$ cat src/rtl/burst_addr_gen.sv
// burst_addr_gen
//   Datapath/counter stage that sits behind the burst controller. It captures
//   the burst length and start address, counts completed beats, steps the
//   burst address, and raises stop_signal back to the controller once the
//   burst is exhausted. It also provides the single/burst address mux that
//   feeds the address PTS stage.
//
// Ports
//   clk, rst          : clock, synchronous active-high reset
//   burst_len_in/wen  : burst length capture (LEN_W bits)
//   initial_addr_in/wen : burst start address capture (ADDR_W bits)
//   counter_en        : one pulse per completed beat
//   adder_en          : qualifies the address increment on a beat
//   addr_sel          : 0 -> single_addr_in, 1 -> burst address
//   single_addr_in    : single-transfer address
//   addr_out          : muxed address (combinational)
//   beat_count        : beats completed in the current burst
//   stop_signal       : registered, high while the burst is complete
//   burst_active      : high while armed or running
//   addr_wrap         : sticky, an increment wrapped past the top address
//   len_err           : one-cycle pulse after a zero length is captured
module burst_addr_gen #(
   parameter int unsigned ADDR_W    = 16,
   parameter int unsigned LEN_W     = 4,
   parameter int unsigned ADDR_STEP = 1
) (
   input  logic              clk,
   input  logic              rst,
   input  logic [LEN_W-1:0]  burst_len_in,
   input  logic              burst_len_wen,
   input  logic [ADDR_W-1:0] initial_addr_in,
   input  logic              initial_addr_wen,
   input  logic              counter_en,
   input  logic              adder_en,
   input  logic              addr_sel,
   input  logic [ADDR_W-1:0] single_addr_in,
   output logic [ADDR_W-1:0] addr_out,
   output logic [LEN_W-1:0]  beat_count,
   output logic              stop_signal,
   output logic              burst_active,
   output logic              addr_wrap,
   output logic              len_err
);

   localparam logic [1:0] S_IDLE  = 2'd0;
   localparam logic [1:0] S_ARMED = 2'd1;
   localparam logic [1:0] S_RUN   = 2'd2;
   localparam logic [1:0] S_DONE  = 2'd3;

   localparam logic [ADDR_W:0] STEP = (ADDR_W+1)'(ADDR_STEP);

   logic [1:0]        state;
   logic [ADDR_W-1:0] cur_addr;
   logic [LEN_W-1:0]  len_reg;
   logic              len_valid;
   logic              addr_valid;

   logic              any_wen;
   logic              len_valid_nxt;
   logic              addr_valid_nxt;
   logic [LEN_W-1:0]  len_nxt;
   logic              beat_acc;
   logic              final_beat;
   logic [LEN_W:0]    beat_inc;
   logic [ADDR_W:0]   addr_inc;

   // Flags and length as they will be after this edge, so a capture can
   // decide ARMED vs DONE in the same cycle it writes the registers.
   assign any_wen        = burst_len_wen | initial_addr_wen;
   assign len_valid_nxt  = len_valid  | burst_len_wen;
   assign addr_valid_nxt = addr_valid | initial_addr_wen;
   assign len_nxt        = burst_len_wen ? burst_len_in : len_reg;

   // A capture outranks a beat arriving in the same cycle.
   assign beat_acc   = counter_en & ~any_wen & ((state == S_ARMED) | (state == S_RUN));
   assign beat_inc   = {1'b0, beat_count} + (LEN_W+1)'(1);
   assign final_beat = (beat_inc == {1'b0, len_reg});

   // Extra MSB is the wrap carry.
   assign addr_inc = {1'b0, cur_addr} + STEP;

   always_ff @(posedge clk) begin
      if (rst) begin
         state       <= S_IDLE;
         cur_addr    <= '0;
         len_reg     <= '0;
         len_valid   <= 1'b0;
         addr_valid  <= 1'b0;
         beat_count  <= '0;
         stop_signal <= 1'b0;
         addr_wrap   <= 1'b0;
         len_err     <= 1'b0;
      end else begin
         len_err <= burst_len_wen & (burst_len_in == '0);
         if (any_wen) begin
            if (burst_len_wen) begin
               len_reg   <= burst_len_in;
               len_valid <= 1'b1;
            end
            if (initial_addr_wen) begin
               cur_addr   <= initial_addr_in;
               addr_valid <= 1'b1;
               addr_wrap  <= 1'b0;
            end
            beat_count <= '0;
            if (len_valid_nxt && addr_valid_nxt) begin
               // Zero length: nothing to transfer, report done immediately.
               if (len_nxt == '0) begin
                  state       <= S_DONE;
                  stop_signal <= 1'b1;
               end else begin
                  state       <= S_ARMED;
                  stop_signal <= 1'b0;
               end
            end else begin
               state       <= S_IDLE;
               stop_signal <= 1'b0;
            end
         end else if (beat_acc) begin
            beat_count <= beat_inc[LEN_W-1:0];
            if (final_beat) begin
               // Address stays on the last-beat value.
               state       <= S_DONE;
               stop_signal <= 1'b1;
            end else begin
               state <= S_RUN;
               if (adder_en) begin
                  cur_addr <= addr_inc[ADDR_W-1:0];
                  if (addr_inc[ADDR_W])
                     addr_wrap <= 1'b1;
               end
            end
         end
      end
   end

   assign burst_active = (state == S_ARMED) | (state == S_RUN);
   assign addr_out     = addr_sel ? cur_addr : single_addr_in;

endmodule

$ cat config.mk
export PLATFORM = sky130hd
export DESIGN_NAME = burst_addr_gen
export DESIGN_NICKNAME = d
export VERILOG_FILES = /design/src/rtl/burst_addr_gen.sv
export SDC_FILE = /design/constraint.sdc
export NUM_CORES = 1
export LEC_CHECK = 0
export ABC_CLOCK_PERIOD_IN_PS = 3000
export BUFFER_PORTS_ARGS = -buffer_cell sky130_fd_sc_hd__buf_4
export CAP_MARGIN = 20
export CORE_UTILIZATION = 44
export DETAILED_ROUTE_END_ITERATION = 10
export HOLD_SLACK_MARGIN = 0.03
export PLACE_DENSITY = 0.68
export SLEW_MARGIN = 40
export SYNTH_ARGS = -nofsm -noshare
export SYNTH_HDL_FRONTEND = slang
export SYNTH_SLANG_ARGS = --single-unit
$ cat constraint.sdc
create_clock -name clk -period 3 [get_ports clk]
set_input_delay 0.3 -clock clk [delete_from_list [all_inputs] [get_ports clk]]
set_output_delay 0.3 -clock clk [all_outputs]
set_load 0.005 [all_outputs]
Word-level counts from Yosys, hierarchy flattened --
Index checks and enable logic that the tools add are counted.
Word-level totals: bits in registers 31, input port bits 43, output and inout port bits 24, logic and storage cells 60
Operators by class: reduce and logical (&&, ||, !) cells 13, eq/ne operators 5, multiplexer cells 23, bitwise gates (word level) 8, $add $sub $neg 2
Operators by type and width (count):
- $mux 16 | 6
- $add 16x1->17 const B | 1
- $mux 1 | 12
- $logic_not 4->1 | 2
- $mux 2 | 4
- $reduce_bool 2->1 | 4
- $reduce_and 2->1 | 3
- $add 4x1->5 const B | 1
- $eq 5x4->1 | 1
- $reduce_and 5->1 | 1
- $mux 4 | 1
- $ne 2x2->1 const B | 2
- $or 1x1->1 | 4
- $reduce_and 4->1 | 1
- $and 1x1->1 | 3
- $eq 2x1->1 const B | 1
- $eq 2x2->1 const B | 1
- $reduce_or 2->1 | 1
- $logic_and 1x1->1 | 1
- $not 1->1 | 1

Longest topological paths before layout --
Gate-level depths: netlist (run 1).
word-level depth 6, gate-level depth with buffers 7, mapped depth without buffers 5

Worst setup path before layout (run 1) --
OpenSTA, ideal clock, no wires.
path kind register to register, start reg beat_count[0], end reg cur_addr[1], setup time 0.121 ns, data arrival time 1.830 ns, required time 2.879 ns, clock period less this slack 1.951 ns, cell stages (with the launch flop) 6, path buffers 0, slack 1.049 ns, path through dfxtp_1 -> ha_1 -> xnor2_1 -> nand4_1 -> o31ai_1 -> mux2_2
On the way: cells in the longest elaborated chain, start to end 4
Ends and longest elaborated chain:
- start: declaration | line 38 | output logic [LEN_W-1:0] beat_count,
- start signal: assignment | line 120 | beat_count <= beat_inc[LEN_W-1:0];
- $add 4x1->5 | line 76 | assign beat_inc = {1'b0, beat_count} + (LEN_W+1)'(1);
- net beat_inc[1] | line 64 | logic [LEN_W:0] beat_inc;
- $eq 5x4->1 | line 77 | assign final_beat = (beat_inc == {1'b0, len_reg});
- $ne 2x2->1 (no source line)
- $reduce_and 4->1 (no source line)
- end signal: assignment | line 101 | cur_addr <= initial_addr_in;
- end signal: assignment | line 128 | cur_addr <= addr_inc[ADDR_W-1:0];
- end: declaration | line 53 | logic [ADDR_W-1:0] cur_addr;
The timed path passes the listed nets, and every way through them passes these cells. A chain may end at the register's enable or synchronous reset.

Final worst setup path (run 1) --
Same ends and word-level chain as after synthesis.

==> impl_metrics.toml, run 1 <==
[outcome]
status = "complete, no violations"

[cts]
cts-root-buf = "clkbuf_8"
post_cts_buffers = 0
cts_tree = "yes"
clockBufferDepth = 2
cts_buffers = 5
clk_pin_slew_ns = 0.07
htree_levels = 2
cts_sinks = 31
cts_resized = 0
clk_latency_ns = 0.29
cts_hold_buf = 0

[sta]
min_period_ns = 2.34
fin_crit_sh = 0.780
max_slew_margin = 0.549
hold_viol = 0
tightest_slew_ns = 0.674
clock.fmax_mhz = 427
setup_viol = 0
fin_setup_tns_ns = 0
maxSlewViolCount = 0
rsz0062_at_grt = "no"
fin_worst_skew_ns = 0.00395
finalWorstSetupSlack_ns = 0.660

[global_route]
grt_pass1_vias = 2086
grt_pass1_wl_mm = 10.3
grt_overflow = 0
grt_use_total = 0.259
antenna_found_initial = 0
grt_max_degree = 28

[worst_setup_path]
cp.required_ns = 3.18
cp-end-kind = "flip-flop"
cp_cell_sequence = "ha_1 -> xnor2_1 -> nand4_1 -> o31ai_1 -> mux2_2"
worst-setup-path-type = "reg -> reg"
cp_max_fo = 7
cp_slowest_stage_delay_ns = 0.59
worstPathArrival_ns = 2.52
cpMaxStageDelayCell = "o31ai_1"
startpoint_type = "flip-flop"

[die]
die_w_um = 71.5
core_area_sq_um = 4500
start_util = 0.472
rows = 24
dieArea_sq_um = 5120
fp.dieH_um = 71.5
top_level_ports = 67

[synthesis]
synthCells = 253
avgSynthCellArea_sq_um = 8.41
synthArstFlopShare = 0
ys_types = 60
synth_seq_cells = 31
netlist_area_sq_um = 2130
seq_area_frac_synth = 0.292
synth_edf_count = 0
yosys_warnings = 0
syn-num-nets = 298
synth_ff_type = "dfxtp_1"

[power_and_ir_drop]
comb_power_share = 0.236
p_sw_frac = 0.306
p_seq_frac = 0.450
p_switching_mw = 0.317
p_per_area_nw_per_um2 = 385
power_leakage_nw = 1.05
vdd_ir_drop_max_v = 0.000353
power.clock.fraction = 0.313
p_int_mw = 0.719

[detailed_routing]
wirelength_mm = 6.60
ant_nets = 0
wl_per_cell_um = 18.3
first_pass_iters = 4
drc = 0
vias_per_cell = 6.30
drt_iter0_drc = 173
via_count = 2274

[hold_path]
hold_path_class = "in -> reg"

[placed_design]
gp_congestion = 0.869
dpl_worst_slack_ns = 0.731
dp_hpwl_mm = 4.63
port_buffers = 66

[cells_and_area]
drive_above_1_share = 0.320
final.fill_count = 429
final_common_cell = "buf_4"
diodes = 0
fin_nets = 353
fin_util = 0.597
multi_input_area_sq_um = 1390
register_area_sq_um = 621
largest_reg_flops = 16
syn_to_final_growth_pct = 26.4
mostFrequentLayoutCells = "68 x buf_4, 31 x dfxtp_1, 22 x nand2_1, 19 x nor2_1, 17 x mux2_2"

[flow_run]
maxCapViolCount = 0
-- area by class of cell --
cell class / instances / area share
Clock inverter: 3 / 0.00558
Clock buffer: 5 / 0.0256
Sequential cell: 31 / 0.231
Inverter: 6 / 0.00838
Tap cell: 52 / 0.0242
Timing Repair Buffer: 68 / 0.190
Multi-Input combinational cell: 196 / 0.516
-- power by group through the flow --
stage / combinational (mW) / sequential [mW] / clock, mW
after global routing: 0.263 / 0.470 / 0.351
after CTS: 0.243 / 0.465 / 0.330
after detailed placement: 0.242 / 0.475 / 0
final: 0.245 / 0.466 / 0.325
after global placement: 0.239 / 0.475 / 0
after floorplan: 0.141 / 0.462 / 0
-- critical path: cells and delay by family, from the launching register on --
family,cells,cell delay (ns)
adders and majority gates,1,0.29
muxes,1,0.39
and+or+nand+nor,1,0.34
AOI/OAI and AO/OA,1,0.59
DFF,1,0.43
xor gates and xnor gates,1,0.19
-- routing by layer --
layer | share of wire | up-vias | global-route usage
li1 | - | 1096 | -
met1 | 0.45 | 1084 | 0.360
met2 | 0.47 | 86 | 0.410
met3 | 0.059 | 8 | 0.0464
met4 | 0.015 | 0 | 0.0806
met5 | 0 | - | 0
-- per-stage QoR --
stage / cells / total power, mW / instance area, sq um / hold slack (ns)
2_1_floorplan: 253 / 0.604 / 2130 / 0.377
3_3_place_gp: 353 / 0.714 / 2610 / 0.455
3_5_place_dp: 353 / 0.717 / 2610 / 0.473
4_1_cts: 361 / 1.04 / 2690 / 0.205
5_1_grt: 361 / 1.08 / 2690 / 0.213
6_report: 361 / 1.04 / 2690 / 0.209
-- path summary, 6_finish.rpt --
kind,slack (ns),to,startpoint,cells past startpoint
hold / removal,0.21,len_err$_SDFF_PP0_,burst_len_in[2],2
setup reg to reg,0.66,cur_addr[1]$_SDFFE_PP0P_,beat_count[0]$_SDFFE_PP0P_,5
hold reg to reg,0.48,addr_wrap$_SDFFE_PP0P_,addr_wrap$_SDFFE_PP0P_,1
setup / recovery,0.66,cur_addr[1]$_SDFFE_PP0P_,beat_count[0]$_SDFFE_PP0P_,5
-- logic make-up (layout without fill, tap and decap cells) --
kind of cell / count (synthesis) / in the layout / share of synthesized area
fa+ha+maj: 2 / 2 / 0.0118
simple gates: 97 / 97 / 0.232
flops: 31 / 31 / 0.292
buf+inv: 26 / 82 / 0.0565
xor+xnor: 10 / 10 / 0.0476
mux: 22 / 22 / 0.114
compound gates: 65 / 65 / 0.246
-- cell usage after synthesis (3+ instances only) --
library cell  instances  share of area
mux2_2               17          0.090
a221o_1               3          0.014
xor2_1                3          0.012
clkbuf_1             13          0.023
and3_1                3         0.0088
o21ai_0               5          0.012
nor2_1               19          0.034
dfxtp_1              31           0.29
a2111oi_0             5          0.021
nand2_1              22          0.039
mux2i_1               5          0.024
a31oi_1               3         0.0088
a221oi_1              4          0.016
a32o_1                5          0.024
buf_2                 3         0.0071
o31ai_1               6          0.021
xnor2_1               6          0.025
a211oi_1              3          0.011
a21oi_1               7          0.016
nand4_1               6          0.018
nand3_1              16          0.038
nor4_1                8          0.024
nor3_1                6          0.014
o41ai_1               3          0.012
inv_1                 4         0.0071
Note: power is estimated with default switching activity, not from simulation.
==> inputs of run 2 (changes only) <==
--- a/config.mk
+++ b/config.mk
@@ -5,7 +5,7 @@
 export SDC_FILE = /design/constraint.sdc
 export NUM_CORES = 1
 export LEC_CHECK = 0
-export ABC_CLOCK_PERIOD_IN_PS = 3000
+export ABC_CLOCK_PERIOD_IN_PS = 2400
 export BUFFER_PORTS_ARGS = -buffer_cell sky130_fd_sc_hd__buf_4
 export CAP_MARGIN = 20
 export CORE_UTILIZATION = 44
==> constraint.sdc (replaced) <==
create_clock -name clk -period 2.4 [get_ports clk]
set_input_delay 0.24 -clock clk [delete_from_list [all_inputs] [get_ports clk]]
set_output_delay 0.24 -clock clk [all_outputs]
set_load 0.005 [all_outputs]
==> run 2 against run 1 <==
Effect of this change:
- utilization up 0.42 points
- die area is the same
- fmax increased by 17%
- largest cell class unchanged
==> impl_metrics.toml, run 2 (same netlist as run 1, synthesis figures left out) <==
[outcome]
status = "complete, no violations"

[detailed_routing]
wl_per_cell_um = 17.6
wirelength_mm = 6.36
vias_per_cell = 6.40
drc = 0
met2_length_mm = 2.94
ant_nets = 0
via_count = 2318
drt-met1-wl_mm = 2.79
maxUsedRoutingLayer = "met4"
drt_iter0_drc = 271
wl_met3_um = 527
first_pass_iters = 5

[sta]
clock.fmax_mhz = 499
setup_viol = 0
fin_worst_skew_ns = 0.00675
max_slew_margin = 0.493
min_period_ns = 2.00
rsz0062_at_grt = "no"
fin_setup_tns_ns = 0
maxSlewViolCount = 0
tightest_slew_ns = 0.757
hold_viol = 0
fin_crit_sh = 0.835

[worst_setup_path]
worst-setup-path-type = "reg -> reg"
cp_cell_sequence = "ha_1 -> xnor3_1 -> and4_4 -> a2111oi_0 -> nor4_1"
crit_buf_inv = 0
startpoint_type = "flip-flop"
cpMaxStageDelayCell = "a2111oi_0"
regToRegStartpoint = "beat_count[0]$_SDFFE_PP0P_"
crit_family = "compound AO/OA/AOI/OAI gates"
cp_slowest_stage_delay_ns = 0.57
cp.required_ns = 2.55
cp_max_fo = 20
crit_start = "beat_count[0]$_SDFFE_PP0P_"
cp-end-kind = "flip-flop"
worstPathArrival_ns = 2.15

[cells_and_area]
drive_above_1_share = 0.323
syn_to_final_growth_pct = 27.3
mostFrequentLayoutCells = "70 x buf_4, 31 x dfxtp_1, 22 x nand2_1, 19 x nor2_1, 17 x mux2_2"
final_common_cell = "buf_4"
final.fill_count = 413
diodes = 0
fin_nets = 355
largest_reg_flops = 16

[global_route]
antenna_found_initial = 0
grt_use_total = 0.260
grt_pass1_vias = 2089
grt_max_degree = 28
grt_overflow = 0
grt_pass1_wl_mm = 10.4

[cts]
cts_tree = "yes"
clk_pin_slew_ns = 0.07
clk_latency_ns = 0.29
cts_resized = 0
cts-root-buf = "clkbuf_8"
cts_sinks = 31
cts_buffers = 5
post_cts_buffers = 0
clockBufferDepth = 2
htree_levels = 2
cts_hold_buf = 0

[die]
rows = 24
top_level_ports = 67
die_w_um = 71.5
fp.dieH_um = 71.5
dieArea_sq_um = 5120
start_util = 0.472
core_area_sq_um = 4500

[power_and_ir_drop]
p_total_mw = 1.31
power_leakage_nw = 1.06
p_per_area_nw_per_um2 = 484
vdd_ir_drop_max_v = 0.000418

[placed_design]
port_buffers = 66
gp_congestion = 0.921
dp_hpwl_mm = 4.57

[hold_path]
hold_start = "burst_len_in[2]"
hold_path_class = "in -> reg"

[flow_run]
maxCapViolCount = 0
run 2: cell count changes in the layout (fill, tap and decap cells not counted):
cell | before | now
clkbuf_8 | 5 | 6
clkinv_2 | 3 | 1
buf_4 | 68 | 70
run 2: per-stage QoR:
| stage | setup WS (ns) | utilization | instances | instance area (sq um) | hold WS (ns) |
|---|---|---|---|---|---|
| 2_1_floorplan | 0.449 | - | 253 | 2130 | 0.317 |
| 3_3_place_gp | 0.477 | 0.582 | 355 | 2620 | 0.447 |
| 3_5_place_dp | 0.428 | 0.582 | 355 | 2620 | 0.446 |
| 4_1_cts | 0.414 | 0.601 | 362 | 2710 | 0.145 |
| 5_1_grt | 0.287 | 0.601 | 362 | 2710 | 0.150 |
| 6_report | 0.396 | 0.601 | 362 | 2710 | 0.151 |
run 2: power by group:
group          total (mW)  internal, mW  leakage, nW  switching [mW]
clock               0.417         0.225       0.0470           0.193
combinational       0.310         0.160        0.754           0.149
sequential          0.583         0.543        0.255          0.0392
run 2: final timing paths:
check                             endpoint  cells after the start  slack, ns
setup / recovery  cur_addr[3]$_SDFFE_PP0P_                      5       0.40
setup reg to reg  cur_addr[3]$_SDFFE_PP0P_                      5       0.40
hold reg to reg     addr_wrap$_SDFFE_PP0P_                      1       0.47
hold / removal          len_err$_SDFF_PP0_                      2       0.15
run 2: layout make-up:
type                    count  area, sq um  share of cell area
multi-input cells         196         1390               0.512
flip-flops and latches     31          621               0.229
repair buffers             70          526               0.194
clock buffers               6         82.6              0.0305
well taps                  52         65.1              0.0240
inverters                   6         22.5             0.00832
clock inverters             1         5.00             0.00185
run 2: layer usage:
layer | vias up | global-route usage
met1 | 1070 | 0.358
met2 | 127 | 0.406
met3 | 13 | 0.0520
met4 | 0 | 0.0871
li1 | 1108 | -
met5 | - | 0
==> inputs of run 3 (changes only) <==
--- a/config.mk
+++ b/config.mk
@@ -5,7 +5,7 @@
 export SDC_FILE = /design/constraint.sdc
 export NUM_CORES = 1
 export LEC_CHECK = 0
-export ABC_CLOCK_PERIOD_IN_PS = 2400
+export ABC_CLOCK_PERIOD_IN_PS = 2000
 export BUFFER_PORTS_ARGS = -buffer_cell sky130_fd_sc_hd__buf_4
 export CAP_MARGIN = 20
 export CORE_UTILIZATION = 44
==> constraint.sdc (replaced) <==
create_clock -name clk -period 2 [get_ports clk]
set_input_delay 0.2 -clock clk [delete_from_list [all_inputs] [get_ports clk]]
set_output_delay 0.2 -clock clk [all_outputs]
set_load 0.005 [all_outputs]
==> run 3 against run 2 <==
Effect of this change:
- flip-flop and latch count is the same
- die area did not move
- fmax rose by 6.1%
- register-to-register slack worse by 0.28 ns
- hold slack lost 0.040 ns
- critical endpoint is now cur_addr[10]$_SDFFE_PP0P_
- utilization is 2.1 points higher
- sequential share of layout area shrank 0.79 points
- first-iteration DRC count decreased by 31%
- critical path depth is 1 higher
- clock-buffer cell count decreased by 1
==> impl_metrics.toml, run 3 (same netlist as run 1, synthesis figures left out) <==
[sta]
min_period_ns = 1.89
rsz0062_at_grt = "no"
fin_crit_sh = 0.944
hold_viol = 0
setup_viol = 0
maxSlewViolCount = 0
fin_worst_skew_ns = 0.00307
fin_setup_tns_ns = 0
max_slew_margin = 0.569
clock.fmax_mhz = 530
tightest_slew_ns = 0.645

[power_and_ir_drop]
p_per_area_nw_per_um2 = 566
p_total_mw = 1.59
power_leakage_nw = 1.11
vdd_ir_drop_max_v = 0.000388

[hold_path]
hold_path_class = "in -> reg"

[global_route]
grt_max_degree = 24
grt_overflow = 0
grt_pass1_wl_mm = 10.4
grt_use_total = 0.262
antenna_found_initial = 0
grt_pass1_vias = 2100

[placed_design]
gp_congestion = 0.852
port_buffers = 66
dp_hpwl_mm = 4.78

[worst_setup_path]
cp_cell_sequence = "ha_1 -> xnor2_1 -> and4_4 -> a311oi_2 -> buf_4 -> a32o_1"
cpMaxStageDelayCell = "and4_4"
cp_max_fo = 20
cp.required_ns = 2.18
worstPathArrival_ns = 2.07
worst-setup-path-type = "reg -> reg"
crit_buf_inv = 1
crit_family = "simple AND/OR/NAND/NOR gates"
cp-end-kind = "flip-flop"
cp_slowest_stage_delay_ns = 0.42
startpoint_type = "flip-flop"

[detailed_routing]
first_pass_iters = 5
ant_nets = 0
wirelength_mm = 6.56
vias_per_cell = 6.48
via_count = 2422
drc = 0
wl_per_cell_um = 17.5
drt_iter0_drc = 188

[die]
top_level_ports = 67
fp.dieH_um = 71.5
core_area_sq_um = 4500
die_w_um = 71.5
dieArea_sq_um = 5120
rows = 24
start_util = 0.472

[cells_and_area]
fin_nets = 366
diodes = 0
mostFrequentLayoutCells = "80 x buf_4, 31 x dfxtp_1, 22 x nand2_1, 19 x nor2_1, 17 x mux2_2"
drive_above_1_share = 0.348
syn_to_final_growth_pct = 31.8
largest_reg_flops = 16
final_common_cell = "buf_4"

[cts]
clk_latency_ns = 0.28
clockBufferDepth = 2
htree_levels = 2
cts_buffers = 5
cts_sinks = 31
clk_pin_slew_ns = 0.07
cts_tree = "yes"
cts_hold_buf = 0
cts_resized = 0
post_cts_buffers = 0
cts-root-buf = "clkbuf_8"

[flow_run]
maxCapViolCount = 0

[outcome]
status = "complete, no violations"
## run 3: power by group
group / total, mW / internal [mW] / switching [mW]
clock: 0.495 / 0.242 / 0.253
sequential: 0.690 / 0.652 / 0.0388
combinational: 0.402 / 0.211 / 0.192
## run 3: area by class of cell
cell class,instances,area [sq um]
inverter,6,22.5
timing repair buffer,81,621
fill,420,1700
clock inverter,3,20.0
tap,52,65.1
clock buffer,5,68.8
sequential,31,621
multi-input combinational,196,1390
## run 3: metal layers
layer,up-vias,share of wire,track usage
li1,1123,-,-
met1,1134,0.42,0.362
met2,154,0.48,0.421
met3,11,0.094,0.0549
met4,0,0.0085,0.0610
met5,-,0,0
## run 3: final timing paths
check	cells past startpoint	startpoint	slack, ns	endpoint
hold / removal	2	burst_len_in[2]	0.11	len_err$_SDFF_PP0_
setup reg to reg	6	beat_count[0]$_SDFFE_PP0P_	0.11	cur_addr[10]$_SDFFE_PP0P_
setup / recovery	6	beat_count[0]$_SDFFE_PP0P_	0.11	cur_addr[10]$_SDFFE_PP0P_
hold reg to reg	1	addr_wrap$_SDFFE_PP0P_	0.48	addr_wrap$_SDFFE_PP0P_
## run 3: metrics by stage
step / hold WS [ns] / setup WS [ns] / area (sq um) / utilization / cells
floorplan: 0.277 / 0.0493 / 2130 / - / 253
global placement: 0.412 / 0.180 / 2720 / 0.603 / 366
detailed placement: 0.405 / 0.136 / 2720 / 0.603 / 366
CTS: 0.104 / 0.131 / 2800 / 0.623 / 374
global route: 0.104 / 0.0438 / 2800 / 0.623 / 374
finish: 0.111 / 0.112 / 2800 / 0.623 / 374
